File: src/rtl/port_default_bank.sv
// Bank of registered channel values, each with its own default.
// Handshaked writes, restore-to-default (parallel or sequential).
//
// Ports:
//   i_clk/i_rst_n        clock, async active-low reset
//   i_wr_valid/o_wr_ready write handshake
//   i_wr_ch/i_wr_data    write target and data
//   i_restore            restore all channels to defaults
//   o_busy               sequential restore running
//   o_value              registered channel values
//   o_changed            per-channel change pulse
//   o_err                rejected-write pulse
module port_default_bank #(
  parameter int NUM_CH = 4,
  parameter int WIDTH = 8,
  parameter logic [NUM_CH*WIDTH-1:0] DEFAULT_VALUE = '0,
  parameter logic [NUM_CH-1:0] TIE_MASK = '0,
  parameter bit SEQ_RESTORE = 1'b1,
  localparam int IW = (NUM_CH > 1) ? $clog2(NUM_CH) : 1
) (
  input  logic                    i_clk,
  input  logic                    i_rst_n,
  input  logic                    i_wr_valid,
  output logic                    o_wr_ready,
  input  logic [IW-1:0]           i_wr_ch,
  input  logic [WIDTH-1:0]        i_wr_data,
  input  logic                    i_restore,
  output logic                    o_busy,
  output logic [NUM_CH*WIDTH-1:0] o_value,
  output logic [NUM_CH-1:0]       o_changed,
  output logic                    o_err
);

  typedef enum logic {
    IDLE,
    RESTORE
  } state_t;

  state_t                    state_q;
  logic [IW-1:0]             idx_q;
  logic [NUM_CH*WIDTH-1:0]   val_q;
  logic [NUM_CH-1:0]         chg_q;
  logic                      err_q;

  logic              idle;
  logic              restore_go;
  logic              wr_fire;
  logic              wr_good;
  logic              wr_bad;
  logic              last;
  logic [NUM_CH-1:0] wr_sel;
  logic [NUM_CH-1:0] rs_sel;

  assign idle       = (state_q == IDLE);
  assign o_wr_ready = idle;
  assign o_busy     = (state_q == RESTORE);
  assign o_value    = val_q;
  assign o_changed  = chg_q;
  assign o_err      = err_q;

  assign restore_go = idle & i_restore;
  // Restore wins: a write in the same cycle is dropped silently.
  assign wr_fire    = idle & i_wr_valid & ~i_restore;
  assign last       = (32'(idx_q) == NUM_CH - 1);

  // Decoding by loop keeps out-of-range channels (ch>=NUM_CH)
  // from ever selecting anything, so they fall into wr_bad.
  always_comb begin
    wr_sel = '0;
    rs_sel = '0;
    for (int k = 0; k < NUM_CH; k++) begin
      wr_sel[k] = (32'(i_wr_ch) == k);
      rs_sel[k] = (restore_go & ~SEQ_RESTORE)
                | (o_busy & (32'(idx_q) == k));
    end
  end

  assign wr_good = wr_fire & (|(wr_sel & ~TIE_MASK));
  assign wr_bad  = wr_fire & ~(|(wr_sel & ~TIE_MASK));

  always_ff @(posedge i_clk or negedge i_rst_n) begin
    if (!i_rst_n) begin
      state_q <= IDLE;
      idx_q   <= '0;
      val_q   <= DEFAULT_VALUE;
      chg_q   <= '0;
      err_q   <= 1'b0;
    end else begin
      err_q <= wr_bad;
      for (int k = 0; k < NUM_CH; k++) begin
        if (TIE_MASK[k]) begin
          val_q[k*WIDTH +: WIDTH] <= DEFAULT_VALUE[k*WIDTH +: WIDTH];
          chg_q[k] <= 1'b0;
        end else if (rs_sel[k]) begin
          val_q[k*WIDTH +: WIDTH] <= DEFAULT_VALUE[k*WIDTH +: WIDTH];
          chg_q[k] <= (val_q[k*WIDTH +: WIDTH]
                       != DEFAULT_VALUE[k*WIDTH +: WIDTH]);
        end else if (wr_good && wr_sel[k]) begin
          val_q[k*WIDTH +: WIDTH] <= i_wr_data;
          chg_q[k] <= (val_q[k*WIDTH +: WIDTH] != i_wr_data);
        end else begin
          chg_q[k] <= 1'b0;
        end
      end
      unique case (state_q)
        IDLE: begin
          if (restore_go && SEQ_RESTORE) begin
            state_q <= RESTORE;
            idx_q   <= '0;
          end
        end
        RESTORE: begin
          // No restart: i_restore is ignored until back in IDLE.
          if (last) begin
            state_q <= IDLE;
            idx_q   <= '0;
          end else begin
            idx_q <= idx_q + IW'(1);
          end
        end
        default: begin
          state_q <= IDLE;
          idx_q   <= '0;
        end
      endcase
    end
  end

endmodule
File: config.mk
export PLATFORM = sky130hd
export DESIGN_NAME = port_default_bank
export DESIGN_NICKNAME = d
export VERILOG_FILES = /design/src/rtl/port_default_bank.sv
export SDC_FILE = /design/constraint.sdc
export NUM_CORES = 1
export LEC_CHECK = 0
export ABC_AREA = 1
export BUFFER_PORTS_ARGS = -buffer_cell sky130_fd_sc_hd__buf_4
export CORE_MARGIN = 2
export CORE_UTILIZATION = 53
export CTS_CLUSTER_DIAMETER = 40
export CTS_CLUSTER_SIZE = 12
export DETAILED_ROUTE_END_ITERATION = 12
export MAX_ROUTING_LAYER = met4
export PLACE_DENSITY = 0.9
export SETUP_SLACK_MARGIN = 0.2
export SYNTH_ARGS = -nofsm -noshare
export SYNTH_HDL_FRONTEND = slang
export SYNTH_SLANG_ARGS = --single-unit
File: constraint.sdc
create_clock -name i_clk -period 1.6 [get_ports i_clk]
set_input_delay 0.16 -clock i_clk [delete_from_list [all_inputs] [get_ports i_clk]]
set_output_delay 0.16 -clock i_clk [all_outputs]
set_load 0.1 [all_outputs]
; Word level (Yosys, flattened, before mapping)
; Index checks and enable logic that the tools add are counted.
[op_classes]
add_sub_neg = 1
eq_ne = 11
n_mux = 22
bitwise_logic = 12
n_reduce_logical = 15
[ops]
columns = cell, count
row1 = 8-bit 2-to-1 mux, 8
row2 = 8-bit inequality test, 4
row3 = 8-bit nonzero test, 4
row4 = 1-bit 2-to-1 mux, 10
row5 = 1-bit AND, 9
row6 = "2-bit equality test, second input constant", 4
row7 = 2-bit nonzero test, 4
row8 = "2-bit by 1-bit equality test with 1-bit output, second input constant", 2
row9 = 1-bit logical AND, 4
row10 = 2-bit zero test, 2
row11 = 2-bit 2-to-1 mux, 2
row12 = 2-bit one-hot mux with 2 select lines, 1
row13 = 4-bit OR reduction, 1
row14 = 1-bit inverter, 3
row15 = "2-bit by 1-bit adder with 2-bit output, second input constant", 1
row16 = "2-bit by 1-bit inequality test with 1-bit output, second input constant", 1
row17 = 1-bit one-hot mux with 2 select lines, 1
[word_totals]
regBits = 40
in_bits = 14
output_inout_bits = 39
word_cells = 69

; Logic depth before layout (Yosys ltp)
[depth]
ltp_word = 7
mapped_depth = 8
ltp_nobuf = 8

; Worst setup path before layout
; Ideal clock, no wire load.
[synth_path]
path_type = reg-to-reg
from = reg state_q, in the netlist o_busy
to = reg idx_q[0]
setup_ns = 0.109
arrival_time_ns = 2.123
required_time_ns = 1.491
setup_slack_ns = -0.631
stages_incl_launch_ff = 3
n_path_buf = 0
period_less_slack_ns = 2.231
path_cell_list = dfrtp_1 > inv_1 > o31ai_1
[synth_between]
elab_chain_cells = 3
word_cells_on_any_way = 4
classes_between = eq/ne (1) / mux (1) / bitwise (2)
[synth_lines]
columns = element, line_no
row1 = start: declaration, 39  ; state_t state_q;
row2 = start signal: assignment, 83  ; state_q <= IDLE;
row3 = start signal: assignment, 108  ; state_q <= RESTORE;
row4 = start signal: assignment, 115  ; state_q <= IDLE;
row5 = 1-bit inverter *, n/a
row6 = named net o_wr_ready, 24  ; output logic o_wr_ready,
row7 = 1-bit AND, 61  ; assign restore_go = idle & i_restore;
row8 = 2-bit by 1-bit inequality test with 1-bit output (no line), n/a
row9 = end signal: assignment, 118  ; idx_q <= idx_q + IW'(1);
row10 = end: declaration, 40  ; logic [IW-1:0] idx_q;
; The timed path passes the listed nets; every way through them passes the cells marked *.
; A chain may end at the register's enable or synchronous reset.

; Worst setup path after layout
[layout_path]
from = reg state_q, in the netlist o_busy
to = reg val_q[20], in the netlist o_value[20]
[layout_between]
elab_chain_cells = 6
word_cells_on_any_way = 8
classes_between = mux (1) / bitwise (5) / reduce/logical (2)
[layout_lines]
columns = element, line_no
row1 = 1-bit inverter, n/a
row2 = 1-bit AND (2 in a row), 63  ; assign wr_fire = idle & i_wr_valid & ~i_restore;
row3 = 1-bit AND, 78  ; assign wr_good = wr_fire & (|(wr_sel & ~TIE_MASK));
row4 = 1-bit logical AND, 98  ; end else if (wr_good && wr_sel[k]) begin
row5 = 2-bit nonzero test (no line), n/a
row6 = end signal: indexed assignment, 92  ; val_q[k*WIDTH +: WIDTH] <= DEFAULT_VALUE[k*WIDTH +: WIDTH];
row7 = end signal: indexed assignment, 95  ; val_q[k*WIDTH +: WIDTH] <= DEFAULT_VALUE[k*WIDTH +: WIDTH];
row8 = end signal: indexed assignment, 99  ; val_q[k*WIDTH +: WIDTH] <= i_wr_data;
row9 = end: declaration, 41  ; logic [NUM_CH*WIDTH-1:0] val_q;
; Several ways; a longest one is shown, not always the timed one.

==> metrics.cfg <==
[pwr]
pwr-share-comb_pct=58.0
power_switching_w=0.00282
ir_worst_vdd_v=0.00161
swShare_pct=55.1
p_seq_share_pct=28.4
power_w=0.00512
p_leak_nw=1.44
intPower_w=0.00230
pwr-share-clk_pct=13.6
powerDensity_nw_per_um2=1820

[critical_path]
cp_top_family=simple AND/OR/NAND/NOR gates
crit_start=o_busy$_DFF_PN0_
crit_buf_inv=1
startpoint_type=register
worstSetupPathType=register to register
cpPeakStageDelay_ns=0.52
crit_path_frequent_cell=nand2_4
arrival_ns=1.55
crit_chain=nor2_4, nand2_4, inv_8, nand3_4, nand2_4, o22ai_1
crit_required_ns=1.77
worst-path-max-fanout=10
worstReg2RegStart=o_busy$_DFF_PN0_
cp-end-kind=register
cp_slowest_cell=dfrtp_4

[cells_and_area]
nets=350
area_growth_pct=28.3
layout_commonest_cell=nand2_1
final_cell_mix=96 x nand2_1, 54 x buf_4, 45 x inv_1
drive_gt1_share_pct=33.3
multi_input_area_um2=996
antenna_cells=0
regArea_um2=1040
fillCellCount=314

[detailed_routing]
drc=0
highest_layer=met4
wl_met2_mm=2.99
vias_per_cell=5.39
met1_length_mm=2.37
wl_per_cell_um=15.2
vias=2066
dr.first_iter.drc_count=217
ant_nets=0
wl_met3_um=311
drt_pre_antenna_iters=4
drt_wl_total_mm=5.81

[timing]
worst_pin_slew_ns=0.509
min_period_over_period_pct=86.7
max_freq_mhz=721
rsz0062_at_grt=true
fin_crit_ns=1.39
postLayoutSetupSlackWorst_ns=0.213
slew_headroom_pct=66.1
setup_viol=0
hold_viol=0
drv_slew=0
fin_skew_ns=0.00518

[synthesis]
synthCells=271
synth_nets=289
synth_cell_types=19
syn_area_um2=2190
ys_ff_latch=40
seq_area_frac_synth_pct=45.7
synth_warnings=0
synth_area_per_cell_um2=8.08

[global_routing]
gr-total-overflow=0
grtUsageTotal_pct=27.4
grt_pass1_vias=1955
grt_max_degree=41
grt_pass1_wl_mm=9.03
antenna_found_initial=0

[floorplan]
num_io_pins=53
rows=23
die_area_um2=4660
core_um2=4000
dieHeight_um=68.3
initial_utilization_pct=54.8
die_x_um=68.3

[placement]
dp_worst_setup_slack_ns=0.213
hpwlAfterDp_mm=4.15
io_buffers=52
place_congestion=0.847

[clock_network]
cts_tree=done
cts_buffers=5
clk_latency_ns=0.30
cts.sinks=40
cts.reportedPaths.clkPinSlew_ns=0.08
cts_buffer_depth=2
cts_root_buf=clkbuf_8
h-tree-depth=2

[run_status]
status=complete, no violations

[flow_run]
max-cap-violations=0

[worst_hold_path]
hp-class=primary input to register
hold_start=i_restore

final timing paths:
kind	endpoint	slack, ns	depth (start not counted)
worst max register to register	o_value[20]$_DFFE_PN0P_	0.21	6
min in group asynchronous	o_value[29]$_DFFE_PN0P_	0.37	2
worst min register to register	idx_q[0]$_DFFE_PN0P_	0.55	1
worst max-delay path	o_value[20]$_DFFE_PN0P_	0.21	6
worst min-delay path	idx_q[0]$_DFFE_PN0P_	0.16	4
max in group asynchronous	o_busy$_DFF_PN0_	0.83	2
state kept, by name (all words and copies together) (netlist names):
name,count
o_value,32
o_changed,4
idx_q,2
o_busy,1
o_err,1
stage by stage:
step                      hold WS (ns)  setup TNS [ns]  cells  cell area [um2]  util [%]
after floorplan                 -0.136         -0.0213    271             2240         -
after global placement           0.160               0    370             2680      66.9
after detailed placement         0.166               0    370             2680      66.9
after CTS                        0.147               0    379             2780      69.4
after global routing             0.155               0    383             2810      70.3
final                            0.159               0    383             2810      70.3
power groups by stage:
stage	clock, W	sequential, W	combinational, W
finish	0.000697	0.00145	0.00297
global route	0.000745	0.00148	0.00312
CTS	0.000693	0.00146	0.00292
detailed placement	0	0.00148	0.00290
global placement	0	0.00147	0.00285
floorplan	0	0.00281	0.000920
metal layers:
layer / vias up / track usage, %
li1: 985 / -
met1: 972 / 33.5
met2: 89 / 45.5
met3: 20 / 5.59
met4: 0 / 9.00
met5: - / -
kinds of logic after synthesis:
family,after synthesis,synth area share [%]
AND/OR/NAND/NOR,123,26.6
buffers and inverters,54,9.77
flip-flops,40,45.7
AO/OA/AOI/OAI,37,10.7
XOR/XNOR,12,4.80
adder cells (fa/ha/maj),4,2.28
other,1,0.171
what timing repair did:
item / 4_1_cts / 5_1_grt
hold buffers: 1 / 0
hold endpoints to repair: 40 / 0
endpoints found under the setup margin: 0 / 32
setup buffers: 0 / 2
resized for setup: 0 / 0
cell type report:
type | instances | share of cell area, %
Timing Repair Buffer | 55 | 14.8
Inverter | 51 | 7.21
Tap cell | 50 | 2.23
Sequential cell | 40 | 37.2
Clock buffer | 8 | 3.20
Multi-Input combinational cell | 179 | 35.4
synthesized netlist by cell type (all sizes together):
cell type / count / area (um2)
buf: 2 / 10.0
o22ai: 32 / 200
nand4: 8 / 50.1
o21bai: 3 / 22.5
dfrtp: 40 / 1000
o21ai: 1 / 5.00
inv: 51 / 199
ha: 4 / 50.1
o31ai: 1 / 7.51
conb: 1 / 3.75
xnor2: 12 / 105
clkbuf: 1 / 5.00
nand2: 101 / 417
nand3: 4 / 70.1
nor2: 10 / 45.0
tightest hold or removal path: stages:
cell     delay, ns
buf_4         0.09
nor2_4        0.05
nand2_1       0.06
o31ai_1       0.06
(Power assumes the default switching activity.)
